## config.mk

```make
export PLATFORM = sky130hd
export DESIGN_NAME = ts_addr_bus_ctrl
export DESIGN_NICKNAME = d
export VERILOG_FILES = /design/src/rtl/ts_addr_bus_ctrl.sv
export SDC_FILE = /design/constraint.sdc
export NUM_CORES = 1
export LEC_CHECK = 0
export ABC_AREA = 1
export CORE_AREA = 5 5 42 44
export CTS_CLUSTER_DIAMETER = 150
export DETAILED_ROUTE_END_ITERATION = 12
export DIE_AREA = 0 0 47 49
export MAX_ROUTING_LAYER = met4
export PLACE_DENSITY = 0.68
export REMOVE_ABC_BUFFERS = 1
export SETUP_SLACK_MARGIN = 0.3
export SLEW_MARGIN = 20
export SYNTH_ARGS = -nofsm -noshare
export SYNTH_HDL_FRONTEND = slang
export SYNTH_SLANG_ARGS = --single-unit
```

## constraint.sdc

```tcl
create_clock -name clk -period 0.9 [get_ports clk]
set_input_delay 0.27 -clock clk [delete_from_list [all_inputs] [get_ports clk]]
set_output_delay 0.27 -clock clk [all_outputs]
set_load 0.05 [all_outputs]
```

## src/rtl/ts_addr_bus_ctrl.sv

```systemverilog
// Single-master address decoder that replaces a shared tri-state data line with an explicit mux.
// Two register stages: address/valid capture, then resolved data, data-valid and sticky collision flag.
module ts_addr_bus_ctrl #(
    parameter int unsigned                    ADDR_W     = 8,
    parameter int unsigned                    NUM_SLAVES = 2,
    parameter logic [NUM_SLAVES*ADDR_W-1:0]   SLAVE_ADDR = {8'd42, 8'd50}
) (
    input  logic                   clk,
    input  logic                   rst_n,
    input  logic [ADDR_W-1:0]      mst_adrs,
    input  logic                   mst_adrs_vld,
    input  logic [NUM_SLAVES-1:0]  slv_data,
    output logic [NUM_SLAVES-1:0]  slv_sel,
    output logic                   mst_data,
    output logic                   mst_data_vld,
    output logic                   addr_collide
);

    localparam logic [NUM_SLAVES-1:0] SEL_ZERO = {NUM_SLAVES{1'b0}};
    localparam logic [NUM_SLAVES-1:0] SEL_ONE  = NUM_SLAVES'(1);

    // Isolate the lowest set bit so the lowest-index slave always wins the grant.
    function automatic logic [NUM_SLAVES-1:0] lowest_set(input logic [NUM_SLAVES-1:0] vec);
        return vec & (~vec + SEL_ONE);
    endfunction

    // True when two or more bits of the vector are set.
    function automatic logic multi_set(input logic [NUM_SLAVES-1:0] vec);
        return (vec & (vec - SEL_ONE)) != SEL_ZERO;
    endfunction

    logic [ADDR_W-1:0]     adrs_r;
    logic                  vld_r;
    logic [NUM_SLAVES-1:0] match_s;
    logic [NUM_SLAVES-1:0] sel_s;
    logic                  hit_s;
    logic                  data_s;
    logic                  collide_s;
    logic                  mst_data_r;
    logic                  mst_data_vld_r;
    logic                  addr_collide_r;

    // Stage 1: capture the master address and its qualifier every cycle.
    always_ff @(posedge clk or negedge rst_n) begin
        if (!rst_n) begin
            adrs_r <= {ADDR_W{1'b0}};
            vld_r  <= 1'b0;
        end else begin
            adrs_r <= mst_adrs;
            vld_r  <= mst_adrs_vld;
        end
    end

    // Exact full-width compare of the captured address against every slave address.
    always_comb begin
        match_s = SEL_ZERO;
        for (int i = 0; i < int'(NUM_SLAVES); i++) begin
            if (vld_r && (adrs_r == SLAVE_ADDR[i*ADDR_W +: ADDR_W])) begin
                match_s[i] = 1'b1;
            end else begin
                match_s[i] = 1'b0;
            end
        end
    end

    // Grant and resolved data; AND-masking keeps ungranted slave lines out of the result.
    always_comb begin
        sel_s     = lowest_set(match_s);
        hit_s     = |match_s;
        collide_s = multi_set(match_s);
        if (hit_s) begin
            data_s = |(sel_s & slv_data);
        end else begin
            data_s = 1'b0;
        end
    end

    // Stage 2: register data, data-valid and the sticky collision flag.
    always_ff @(posedge clk or negedge rst_n) begin
        if (!rst_n) begin
            mst_data_r     <= 1'b0;
            mst_data_vld_r <= 1'b0;
            addr_collide_r <= 1'b0;
        end else begin
            mst_data_r     <= data_s;
            mst_data_vld_r <= hit_s;
            addr_collide_r <= addr_collide_r | collide_s;
        end
    end

    assign slv_sel      = sel_s;
    assign mst_data     = mst_data_r;
    assign mst_data_vld = mst_data_vld_r;
    assign addr_collide = addr_collide_r;

endmodule

```

==> metrics.md <==
| Metric | Value |
|---|---|
| WP data arrival | 1.22 ns |
| Vias | 324 |
| Startpoint Class | flip-flop |
| RSZ-0062 raised after global routing | yes |
| CTS sink count | 12 |
| Dpl hpwl | 628 um |
| Synth Warn # | 0 |
| Min Tclk post-route | 1.49 ns |
| CP max stage delay | 0.36 ns |
| Clock Path Buffers | 2 |
| Die width | 47 um |
| Largest fanout on the critical path | 3 |
| Die span in y | 49 um |
| Post-synthesis cell area | 408 sq um |
| Final setup violation count | 7 |
| Final Hold Fails | 0 |
| Final Core Density | 0.558 |
| Crit. End Element | output pin |
| Initial DRC count | 0 |
| WL/cell | 9.19 um |
| Port bufs | 17 |
| # nets final | 78 |
| Initial Util | 0.291 |
| Status | finished, violations left |
| Fin Setup TNS | -1.97 ns |
| Routed length on met1 | 216 um |
| Pin count of the biggest net entering global routing | 13 |
| GRT Overall Usage | 0.0836 |
| Gr ovfl total | 0 |
| Placement Setup Slack | -0.401 ns |
| Final ANT Viol Nets | 0 |
| CTS tree | yes |
| TritonCTS buffer count | 3 |
| Vias per std cell | 4.10 |
| Worst setup margin | -0.585 ns |
| Req. time, crit path | 0.63 ns |
| Fraction of the cycle the final worst path needs | 1.65 |
| Core Rows | 14 |
| Hold/Removal Path Class | primary input to asynchronous set/reset pin |
| Vias in the first global route | 348 |
| Met2 WL post-DR | 399 um |
| Leakage | 0.376 nW |
| Cell Pwr Density | 1280 nW/um^2 |
| Die ar. | 2300 sq um |
| Worst-margin pin slew | 0.150 ns |
| Synth cell types | 9 |
| Slew headroom | 0.900 |
| Initial antenna violation count | 0 |
| Hold Buf Count CTS | 0 |
| Root buffer cell | clkbuf_4 |
| Hold Slack | 0.332 ns |
| Highest metal used | met4 |
| CTS H-tree lvls | 1 |
| Clock latency at the later pin of the worst-skew pair | 0.26 ns |
| Critical path type | flip-flop to output pin |
| Pre-antenna DRT Iters | 1 |
| Mean Syn Cell Area | 11.3 sq um |
| Clock Skews | 0.00221 ns |
| Clk slew on worst S/H paths | 0.07 ns |
| N_diodes | 0 |
| Register area share after synthesis | 0.736 |
| Cells along the critical path | inv_1, nand2_2, nor2_4, nand2_4, nor2_4, buf_12 |
| Area Overhead vs Synth | 91.7% |
| Peak supply drop | 0.828 mV |
| First-pass GRT wire length | 1260 um |
| DRC Markers | 0 |
| Violations in the final reports | negative setup slack |
| CP Buf/Inv Count | 2 |
| Final wirelength | 726 um |
| Share of cells above drive strength 1 | 0.397 |
| Post-synthesis cell count | 36 |
| CP max stage cell | dfrtp_1 |
| Crit path max-delay family | simple AND/OR/NAND/NOR gates |
| Seq cells post-synth | 12 |
| Peak Freq | 673 MHz |
| Core area | 1400 sq um |
| Maxcap violations | 0 |
| Met3 routed WL | 82 um |
| Max-slew violations | 0 |
| GP Congestion | 0.712 |
| Worst path most repeated cell | nor2_4 |
| # IOs | 18 |
area by class of cell:
type | instances | area, sq um
Fill cell | 126 | 619
Timing Repair Buffer | 25 | 300
Sequential cell | 12 | 300
Tap cell | 16 | 20.0
Multi-Input combinational cell | 14 | 105
Inverter | 9 | 33.8
Clock buffer | 3 | 22.5
cells in the mapped netlist:
| library cell | count | share of area |
|---|---|---|
| inv_1 | 9 | 0.083 |
| nand2_2 | 1 | 0.015 |
| nor2_2 | 2 | 0.031 |
| dfrtp_1 | 12 | 0.74 |
| nor2_1 | 4 | 0.037 |
| nand2_1 | 4 | 0.037 |
| a21oi_2 | 1 | 0.021 |
| clkbuf_1 | 1 | 0.0092 |
| nand4_1 | 2 | 0.031 |
cells in the final DEF (no fill, tap or decap):
| cell type | netlist | routed |
|---|---|---|
| dfrtp_1 | 12 | 12 |
| nor2_1 | 4 | 2 |
| buf_12 | 0 | 6 |
| inv_1 | 9 | 8 |
| inv_2 | 0 | 1 |
| nand2_4 | 0 | 1 |
| clkdlybuf4s50_1 | 0 | 12 |
| nand4_1 | 2 | 2 |
| nor2_4 | 0 | 4 |
| a21oi_2 | 1 | 1 |
| buf_6 | 0 | 2 |
| buf_4 | 0 | 5 |
| nand2_1 | 4 | 2 |
| clkbuf_4 | 0 | 3 |
| nand2_2 | 1 | 2 |
cell families after synthesis:
group,share of synthesized area
simple gates,0.150
flops,0.736
buf+inv,0.0920
compound gates,0.0215
state kept, by name, summed over array words and instances (netlist names):
register and count:
mst_data_vld 1, mst_data 1, adrs_r 8, addr_collide 1
vld_r 1
worst paths after layout:
check,to,start,slack (ns),depth (start not counted)
max,slv_sel[1],adrs_r[2],-0.59,6
min,adrs_r[4],rst_n,0.33,2
max reg2reg,mst_data_vld,adrs_r[2],-0.19,7
min reg2reg,addr_collide,addr_collide,0.46,0
max in group asynchronous,adrs_r[2],rst_n,0.46,2
min in group clk,adrs_r[5],mst_adrs[5],0.44,1
metal layers:
layer | up-vias | GRT usage
met5 | - | -
met1 | 144 | 0.0624
met3 | 4 | 0.0369
li1 | 159 | -
met4 | 0 | 0.0691
met2 | 17 | 0.140
worst register-to-register path: stages, from the launching register on:
cell and delay, ns:
dfrtp_1 0.36, inv_1 0.06, nand2_2 0.06, nor2_4 0.14, nand2_4 0.09, buf_4 0.14
buf_6 0.10, a21oi_2 0.08
power by group:
| group | switching [W] | leakage [nW] | internal [W] | total (W) |
|---|---|---|---|---|
| logic | 0.0000452 | 0.215 | 0.0000790 | 0.000124 |
| registers | 0.00000709 | 0.147 | 0.000560 | 0.000567 |
| clock network | 0.000154 | 0.0138 | 0.000154 | 0.000308 |
| total | 0.000206 | 0.376 | 0.000793 | 0.000999 |
through the flow:
step	cells	cell area, sq um	power (W)
after floorplan	35	404	0.000596
after global placement	75	709	0.000687
after detailed placement	75	709	0.000690
after CTS	79	758	0.00100
after global routing	79	782	0.00104
final	79	782	0.000999
timing repair:
item | in CTS | in global routing
gates resized for setup | 5 | 7
setup endpoints to repair | 7 | 7
cloned | 0 | 0
hold endpoints to repair | 0 | 0
buffers inserted | 1 | 0
pin swaps | 1 | 2
Note: power is estimated with default switching activity, not from simulation.
